<file path="src/rtl/serial_operand_buffer.sv">
`default_nettype none
// ============================================================================
// Module      : serial_operand_buffer
// Description : Byte-to-serial operand buffer wrapped around a serial ALU.
//               Optional protocol error flag: SERIAL_OPERAND_BUFFER_ERR_EN.
// Revision    : 1.0 - initial release
// ============================================================================
module serial_operand_buffer #(
  parameter int REG_BITS = 8,
  parameter int NSHIFT   = 2
) (
  input  logic                clk,
  input  logic                reset,
  input  logic                start,
  input  logic                pair,
  input  logic                load,
  input  logic                store,
  input  logic                rx_valid,
  output logic                rx_ready,
  input  logic [REG_BITS-1:0] rx_data,
  output logic                operand_ready,
  input  logic                active,
  output logic [NSHIFT-1:0]   data_in,
  input  logic [NSHIFT-1:0]   data_out,
  output logic                tx_valid,
  input  logic                tx_ready,
  output logic [REG_BITS-1:0] tx_data,
  output logic                busy,
  output logic                done,
  output logic                err
);

  localparam int BUF_W       = 2 * REG_BITS;
  localparam int CHUNKS_FULL = BUF_W / NSHIFT;
  localparam int CHUNKS_HALF = REG_BITS / NSHIFT;
  localparam int CNT_W       = $clog2(CHUNKS_FULL) + 1;

  localparam logic [CNT_W-1:0] LAST_FULL = CNT_W'(CHUNKS_FULL - 1);
  localparam logic [CNT_W-1:0] LAST_HALF = CNT_W'(CHUNKS_HALF - 1);

  localparam logic [1:0] ST_IDLE  = 2'd0;
  localparam logic [1:0] ST_FILL  = 2'd1;
  localparam logic [1:0] ST_SHIFT = 2'd2;
  localparam logic [1:0] ST_DRAIN = 2'd3;

  logic [1:0]       state;
  logic [1:0]       next_state;
  logic             pair_q;
  logic             store_q;
  logic             idx;
  logic [CNT_W-1:0] cnt;
  logic [BUF_W-1:0] sbuf;
  logic             done_q;

  logic rx_fire;
  logic tx_fire;
  logic shift_en;
  logic last_byte;
  logic last_chunk;
  logic complete;

  assign rx_fire    = (state == ST_FILL) && rx_valid;
  assign tx_fire    = (state == ST_DRAIN) && tx_ready;
  assign shift_en   = (state == ST_SHIFT) && active;
  assign last_byte  = (idx == pair_q);
  assign last_chunk = shift_en && (cnt == (pair_q ? LAST_FULL : LAST_HALF));
  assign complete   = (last_chunk && !store_q) || (tx_fire && last_byte);

  always_ff @(posedge clk) begin
    if (reset) state <= ST_IDLE;
    else       state <= next_state;
  end

  always_comb begin
    next_state = state;
    case (state)
      ST_IDLE:  if (start) next_state = load ? ST_FILL : ST_SHIFT;
      ST_FILL:  if (rx_fire && last_byte) next_state = ST_SHIFT;
      ST_SHIFT: if (last_chunk) next_state = store_q ? ST_DRAIN : ST_IDLE;
      ST_DRAIN: if (tx_fire && last_byte) next_state = ST_IDLE;
      default:  next_state = ST_IDLE;
    endcase
  end

  always_ff @(posedge clk) begin
    if (reset) begin
      pair_q  <= 1'b0;
      store_q <= 1'b0;
      idx     <= 1'b0;
      cnt     <= '0;
      sbuf    <= '0;
      done_q  <= 1'b0;
    end else begin
      done_q <= complete;
      case (state)
        ST_IDLE: begin
          if (start) begin
            pair_q  <= pair;
            store_q <= store;
            idx     <= 1'b0;
            cnt     <= '0;
            if (!load) sbuf <= '0;
          end
        end
        ST_FILL: begin
          if (rx_valid) begin
            if (idx) sbuf[BUF_W-1:REG_BITS] <= rx_data;
            else     sbuf[REG_BITS-1:0]     <= rx_data;
            // Rewind so the drain phase starts from the low byte.
            idx <= last_byte ? 1'b0 : 1'b1;
          end
        end
        ST_SHIFT: begin
          if (active) begin
            if (pair_q) sbuf <= {data_out, sbuf[BUF_W-1:NSHIFT]};
            else        sbuf[REG_BITS-1:0] <= {data_out, sbuf[REG_BITS-1:NSHIFT]};
            cnt <= last_chunk ? '0 : cnt + 1'b1;
          end
        end
        ST_DRAIN: begin
          if (tx_ready) idx <= last_byte ? 1'b0 : 1'b1;
        end
        default: ;
      endcase
    end
  end

  always_comb begin
    rx_ready      = (state == ST_FILL);
    operand_ready = (state == ST_SHIFT);
    tx_valid      = (state == ST_DRAIN);
    busy          = (state != ST_IDLE);
    data_in       = (state == ST_SHIFT) ? sbuf[NSHIFT-1:0] : '0;
    tx_data       = '0;
    if (state == ST_DRAIN) tx_data = idx ? sbuf[BUF_W-1:REG_BITS] : sbuf[REG_BITS-1:0];
  end

  assign done = done_q;

`ifdef SERIAL_OPERAND_BUFFER_ERR_EN
  logic err_q;

  always_ff @(posedge clk) begin
    if (reset) err_q <= 1'b0;
    else if ((active && (state != ST_SHIFT)) || (start && (state != ST_IDLE))) err_q <= 1'b1;
  end

  assign err = err_q;
`else
  assign err = 1'b0;
`endif

endmodule
`default_nettype wire

</file>
<file path="config.mk">
export PLATFORM = sky130hd
export DESIGN_NAME = serial_operand_buffer
export DESIGN_NICKNAME = d
export VERILOG_FILES = /design/src/rtl/serial_operand_buffer.sv
export SDC_FILE = /design/constraint.sdc
export NUM_CORES = 1
export LEC_CHECK = 0
export ABC_AREA = 1
export CAP_MARGIN = 20
export CORE_ASPECT_RATIO = 1.4
export CORE_MARGIN = 2
export CORE_UTILIZATION = 51
export DETAILED_ROUTE_END_ITERATION = 8
export PLACE_DENSITY_LB_ADDON = 0.15
export REMOVE_ABC_BUFFERS = 1
export SLEW_MARGIN = 30
export SYNTH_ARGS = -nofsm -noshare
export SYNTH_HDL_FRONTEND = slang
export SYNTH_SLANG_ARGS = --single-unit
</file>
<file path="constraint.sdc">
create_clock -name clk -period 2.7 [get_ports clk]
set_clock_uncertainty 0.2 [all_clocks]
set_input_delay 0.27 -clock clk [delete_from_list [all_inputs] [get_ports clk]]
set_output_delay 0.27 -clock clk [all_outputs]
set_load 0.02 [all_outputs]
</file>
Word-level counts from Yosys, hierarchy flattened. Index checks and enable logic that the tools add are counted.

Register bits: 26. Input bits: 19. Output and inout bits: 16. Word-level logic and storage cells: 74.

Reduce and logical (&&, ||, !) cells: 20. Add/sub/neg operators: 1. Equality and inequality tests: 16. Mux-type cells: 29.

Operators with widths (number): two-way mux 16 bit (4); two-way mux 8 bit (6); one-hot mux 16 bit (3 select lines) (1); two-way mux 2 bit (7); inequality test 2 x 1 -> 1 bit, second input constant (7); two-way mux 4 bit (3); inequality test 2 bit, second input constant (4); one-hot mux 2 bit (4 select lines) (1); one-hot mux 4 bit (2 select lines) (1); AND reduction 4 bit (2); logical AND 1 bit (7); AND reduction 7 bit (1); AND reduction 6 bit (1); nonzero test 3 bit (2); adder 4 x 1 -> 4 bit, second input constant (1); == test 2 bit, second input constant (2); == test 4 x 3 -> 1 bit (1); two-way mux 1 bit (4); nonzero test 2 bit (2); two-way mux 3 bit (1); one-hot mux 1 bit (3 select lines) (1); AND reduction 3 bit (1); == test 2 x 1 -> 1 bit, second input constant (1); logical NOT 2 bit (1); 4 further kinds (4).

Logic depth before layout (Yosys ltp).
Depth in word-level cells: 6. Depth in mapped cells: 12. Depth with buffers taken out: 11.

Least setup slack after synthesis. OpenSTA, ideal clock, no wires.

Kind: register to register. From: register state[0]. To: register sbuf[0]. Cell stages (with the launch flop): 10. Arrival: 1683 ps. Period minus slack after synthesis: 2015 ps. Buffers on the path: 1. Path slack: 685 ps. Cells stage by stage: dfxtp_1 -> inv_1 -> ha_1 -> buf_4 -> nand2_1 -> nand2_1 -> nor3_2 -> nand2_2 -> nand2_1 -> a21oi_1.

Longest elaborated chain between the ends: 3. Elaborated cells on any way between the ends: 11.

RTL lines: start, declared (RTL line 46) `logic [1:0] state;`; start signal, assigned (RTL line 71) `else state <= next_state;`; == test 2 bit (*); named net operand_ready (RTL line 21) `output logic operand_ready,`; inequality test 2 x 1 -> 1 bit (no source line) / nonzero test 3 bit (equally long branches); AND reduction 6 bit (no source line); end signal, assigned by index (RTL line 107) `if (idx) sbuf[BUF_W-1:REG_BITS] <= rx_data;`; end signal, assigned by index (RTL line 108) `else sbuf[REG_BITS-1:0] <= rx_data;`; end signal, assigned (RTL line 115) `if (pair_q) sbuf <= {data_out, sbuf[BUF_W-1:NSHIFT]};`; end, declared (RTL line 52) `logic [BUF_W-1:0] sbuf;`.

Mark *: on every way through the listed nets, which the timed path passes. The rest lies on a longest branch. A chain may end at the register's enable or synchronous reset.

Worst setup path in the final report.
From: register state[1]. To: output tx_data[6].

Longest elaborated chain between the ends: 2.

RTL lines: == test 2 bit (RTL line 135) `if (state == ST_DRAIN) tx_data = idx ? sbuf[BUF_W-1:REG_BITS] : sbuf[REG_BITS-1:0];`; two-way mux 8 bit (RTL line 135); end, declared (RTL line 27) `output logic [REG_BITS-1:0] tx_data,`.

Every way passes these cells.

==> results.sh <==
export IMPL_status="finished, final reports clean"
export IMPL_synth_top_area_share_pct=30.1
export IMPL_yosys_top_cells_area="dfxtp_1 (30%), nand2_1 (14%), inv_1 (7.6%), a21oi_1 (6.7%), o21ai_0 (6.4%)"
export IMPL_htreeDepth=1
export IMPL_dr_wl_met2_um=2210
export IMPL_start_util_pct=52.1
export IMPL_io_buffers=33
export IMPL_overflow=0
export IMPL_synth_seq_cells=26
export IMPL_root_buffer="clkbuf_8"
export IMPL_ctsHoldBuffers=0
export IMPL_synth_warnings=0
export IMPL_wl_um=4210
export IMPL_fin_util_pct=63.7
export IMPL_avgSynthCellArea_um2=6.44
export IMPL_wire_per_inst_um=12.6
export IMPL_hold_path_class="flip-flop to flip-flop"
export IMPL_grt_use_total_pct=23.7
export IMPL_vias=1738
export IMPL_synth_async_reset_ratio_pct=0
export IMPL_cts_max_path_buffers=2
export IMPL_critPathMaxFanout=13
export IMPL_nNetsFinal=322
export IMPL_first_pass_iters=4
export IMPL_chipWidth_um=53.2
export IMPL_insertion_delay_ns=0.28
export IMPL_hold_violations=0
export IMPL_rows=25
export IMPL_cp_end_kind="primary output"
export IMPL_syn_area_um2=1730
export IMPL_grt_pass1_vias=1573
export IMPL_grt_pass1_wl_um=6870
export IMPL_critPathLaunchType="flip-flop"
export IMPL_crit_required_ns=2.23
export IMPL_cap_violations=0
export IMPL_drcViolationCount=0
export IMPL_min_period_ns=2.44
export IMPL_synth_main_ff_cell="dfxtp_1"
export IMPL_antenna_found_initial=0
export IMPL_synth_common_cells="nand2_1 (65), inv_1 (35), dfxtp_1 (26)"
export IMPL_seqCellArea_um2=520
export IMPL_path_clk_slew_ns=0.10
export IMPL_rsz0062_at_grt="no"
export IMPL_arrival_ns=1.97
export IMPL_synth_cell_type_count=29
export IMPL_finalSetupViolCount=0
export IMPL_via_per_inst=5.19
export IMPL_period_share_pct=90.5
export IMPL_io_pin_count=35
export IMPL_slew_viol_final=0
export IMPL_drt_iter0_markers=46
export IMPL_grt_max_degree=22
export IMPL_gp_congestion=0.830
export IMPL_ys_seq_area_share_pct=30.1
export IMPL_ctsResizeCount=0
export IMPL_clock_sinks=26
export IMPL_n_antenna_cell=0
export IMPL_peakVddDrop_uv=744
export IMPL_p_per_area_nw_per_um2=957
export IMPL_cts_inserted_buffers=3
export IMPL_cts_setup_buffers=0
export IMPL_dp_hpwl_um=3090
export IMPL_yosys_area_top_type="dfxtp_1"
export IMPL_fmaxAchievable_mhz=409
export IMPL_synth_edff_count=0
export IMPL_die_y_um=72.8
export IMPL_dieArea_um2=3870
export IMPL_max_slew_worst_pin_slew_ns=0.636
export IMPL_yosysMostFrequentCell="nand2_1"
export IMPL_nFillCells=326
export IMPL_area_delta_synth_final_pct=22.3
export IMPL_p_leak_nw=0.895
export IMPL_coreArea_um2=3320
export IMPL_relSlewSlack_pct=57.5
export IMPL_postRouteAntennaNets=0
export IMPL_drt_met1_wl_um=1800
export IMPL_syn_instance_count=268
export IMPL_path_class="flip-flop to primary output"
export IMPL_fin_setup_tns_ns=0
export IMPL_cts_tree="built"
export IMPL_multi_input_area_um2=995
export IMPL_final_layout_size_suffix_gt1_share_pct=12.2
export IMPL_dr_wl_met3_um=129
export IMPL_top_layer="met4"
-- through the flow --
| stage | instance area [um^2] | hold slack, ns | cells | total power, mW | setup slack (ns) |
|---|---|---|---|---|---|
| finish | 2110 | 0.285 | 335 | 2.02 | 0.257 |
| global route | 2110 | 0.299 | 335 | 2.19 | 0.0806 |
| CTS | 2110 | 0.284 | 335 | 2.01 | 0.0364 |
| detailed placement | 2050 | 0.266 | 331 | 1.75 | 0.347 |
| global placement | 2050 | 0.261 | 331 | 1.74 | 0.395 |
| floorplan | 1660 | 0.139 | 256 | 1.43 | 0.577 |
-- final timing paths --
check,startpoint,slack (ns),depth (start not counted),end
min reg2reg,sbuf[4],0.28,2,sbuf[4]
max reg2reg,state[1],0.55,8,sbuf[10]
max,state[1],0.26,4,tx_data[6]
min,sbuf[4],0.28,2,sbuf[4]
-- cell families after synthesis --
group                    after synthesis  share of synthesized area, %
AND/OR/NAND/NOR                      123                          33.0
XOR/XNOR                               3                          1.52
AO/OA/AOI/OAI                         57                          17.5
other                                  1                         0.217
buffers and inverters                 51                          12.5
flip-flops                            26                          30.1
adder cells (fa/ha/maj)                7                          5.07
-- worst max-delay path: stages, from the launching register on --
cell and delay, ns:
dfxtp_1 0.43, ha_2 0.36, o21ai_0 0.13, a21oi_1 0.15, clkdlybuf4s50_1 0.63
-- registers in the layout, summed over array words and instances (netlist names) --
name and cells:
store_q 1, cnt 4, done 1, state 2, pair_q 1, sbuf 16, idx 1
-- where the power goes --
part / internal [mW] / switching (mW)
logic: 0.419 / 0.784
clock network: 0.131 / 0.134
registers: 0.474 / 0.0790
total: 1.02 / 0.997
-- layer usage --
metal  vias up  global-route usage, %
met1       781                   27.5
met4         0                   9.12
li1        911                      -
met2        40                   43.5
met5         -                      0
met3         6                   2.25
-- cells in the final DEF (no fill, tap or decap), types with 2 or more instances in the layout --
cell / n
a21oi_1: 23
buf_4: 2
clkbuf_8: 4
clkdlybuf4s50_1: 33
dfxtp_1: 26
ha_1: 5
ha_2: 2
inv_1: 35
inv_2: 4
nand2_1: 65
nand2_2: 2
nand3_1: 13
nand4_1: 8
nor2_1: 14
nor2_2: 16
o21ai_0: 22
o22ai_1: 9
xor2_1: 2
-- final cells by class --
cell class / instances / share of cell area [%]
well taps: 40 / 2.37
flip-flops and latches: 26 / 24.6
repair buffers: 35 / 16.4
multi-input cells: 191 / 47.1
inverters: 39 / 6.93
clock buffers: 4 / 2.61
No activity file was read; power rests on OpenSTA's default activity.
==> patch, RTL diff (same flow settings) <==
Set the parameter `REG_BITS` to 16 (it was 8).
--- a/src/rtl/serial_operand_buffer.sv
+++ b/src/rtl/serial_operand_buffer.sv
@@ -8,3 +8,3 @@
 module serial_operand_buffer #(
-  parameter int REG_BITS = 8,
+  parameter int REG_BITS = 16,
   parameter int NSHIFT   = 2
Ports: changed (resized rx_data and tx_data); port bits go from 35 to 51. No check against the original RTL was run, so the function may have changed too.
==> patch against the original RTL <==
Sequential cell count rose by 17; cell area increased by 53%; critical path depth shrank 2; sequential power is 52% higher; power rose by 40%; area after synthesis rose by 53%; clock power is 53% higher; setup slack lost 0.055 ns; routed wire length rose by 67%.
==> patch: results (changes against the original RTL) <==
Run status
  – Outcome: finished clean

Global route
  – Vias in the first global route: 2555 (+62%)
  – Largest net degree at the start of global routing: 33 (+50%)
  – Gr usage total: 25.6% (+1.9 points)
  – First-pass GRT wire length: 11.6 mm (+69%)
  – Antenna violations before repair: 0 (unchanged)

Worst setup path
  – Arrival time at the worst endpoint: 2.03 ns (+0.06 ns)
  – CP Launch Point: state[0]$_SDFFE_PP0P_
  – Worst Path Max Fanout: 12 (-1)
  – R2r startpoint: state[1]$_SDFFE_PP0P_
  – Slowest stage delay, CP: 0.71 ns (+0.08 ns)

Power
  – Fraction of power spent switching nets: 48.9% (-0.42 points)
  – Clk pwr: 0.406 mW (+53%)
  – Maximum vdd drop: 0.000739 V (-0.73%)
  – Comb pwr: 1.58 mW (+32%)

Detailed routing
  – WL per Instance: 13.3 um (+5.9%)
  – DRT iter0 DRCs: 188 (+310%)
  – Via/cell ratio: 5.34 (+2.9%)
  – Drt first pass iters: 5 (+1)

Timing
  – Worst-Margin Slew: 0.559 ns (-0.0774 ns)

Worst hold path
  – Hold path start: sbuf[9]$_SDFFE_PP0P_

Clock network
  – Reg clk slew, reported paths: 0.08 ns (-0.02 ns)
  – H-Tree Depth: 2 (+1)
  – Skew-Pair Late Insertion Delay: 0.30 ns (+0.02 ns)
  – Post-CTS Resized: 1 (+1)
  – TritonCTS Buffers: 5 (+2)

Layout
  – Filler cell count: 514 (+58%)
  – Layout cells sized above 1: 6.71% (-5.5 points)
  – Fin nets: 494 (+53%)
  – Biggest regs: sbuf: 32 flops, cnt: 5 flops, state: 2 flops

Logic synthesis
  – Async S/R FF share, synth: 0% (unchanged)
  – Top post-synthesis cells by count: 120 x nand2_1, 68 x a21oi_1, 43 x dfxtp_1, 38 x nand3_1, 36 x o21ai_0
  – Synth Area in XOR/XNOR: 0.665% (-0.86 points)
  – Fraction of the mapped netlist area in adder cells: 2.85% (-2.2 points)
  – Synth cell types: 29 (unchanged)
  – Post-synthesis compound-gate area fraction: 21.7% (+4.1 points)
  – Top post-synthesis cells by area: dfxtp_1 33%, nand2_1 17%, a21oi_1 13%
  – Seq/Total Area, Yosys: 32.7% (+2.5 points)

Placed design
  – Port Buffer Count: 49 (+48%)
-- patch: cell count changes after synthesis, sizes merged, moves of 2 or more --
cell    delta
clkbuf     +2
nand2     +54
inv        -3
nand4      -7
nand3     +25
o22ai      -8
buf       +15
a21oi     +45
dfxtp     +17
o21ai     +14
-- patch: worst paths after layout --
kind              cells after the start  slack, ns              endpoint
hold / removal                        2       0.28  sbuf[9]$_SDFFE_PP0P_
setup / recovery                      2       0.20              rx_ready
hold reg to reg                       2       0.28  sbuf[9]$_SDFFE_PP0P_
setup reg to reg                      9       0.43  sbuf[5]$_SDFFE_PP0P_
-- patch: cell families (layout without fill, tap and decap cells) --
family / after synthesis / after routing
compound gates: 110 / 110
simple gates: 194 / 194
other cells: 1 / 1
flops: 43 / 43
xor+xnor: 2 / 2
fa+ha+maj: 6 / 6
buf+inv: 65 / 106
-- patch: through the flow --
stage	power [mW]	instances	setup WS [ns]	utilization [%]	cell area, um2
final	2.83	528	0.202	63.8	3240
after global routing	3.06	528	0.105	63.8	3240
after CTS	2.81	528	0.0979	63.5	3230
after detailed placement	2.41	520	0.216	61.9	3140
after global placement	2.39	520	0.282	61.9	3140
after floorplan	1.86	392	0.171	-	2470
-- patch: final cells by class --
class                      count  area share, %
clock buffer                   7           2.36
multi-input combinational    313           46.0
tap                           66           2.55
inverter                      36           4.17
timing repair buffer          62           18.2
clock inverter                 1          0.154
sequential                    43           26.6
-- patch: layer usage --
metal  vias up  share of wire [%]  GRT usage [%]
met5         -                  0              0
met1      1279                 44           31.5
met3        12                4.7           3.27
met2        88                 50           45.2
li1       1440                  -              -
met4         0                1.9           10.4
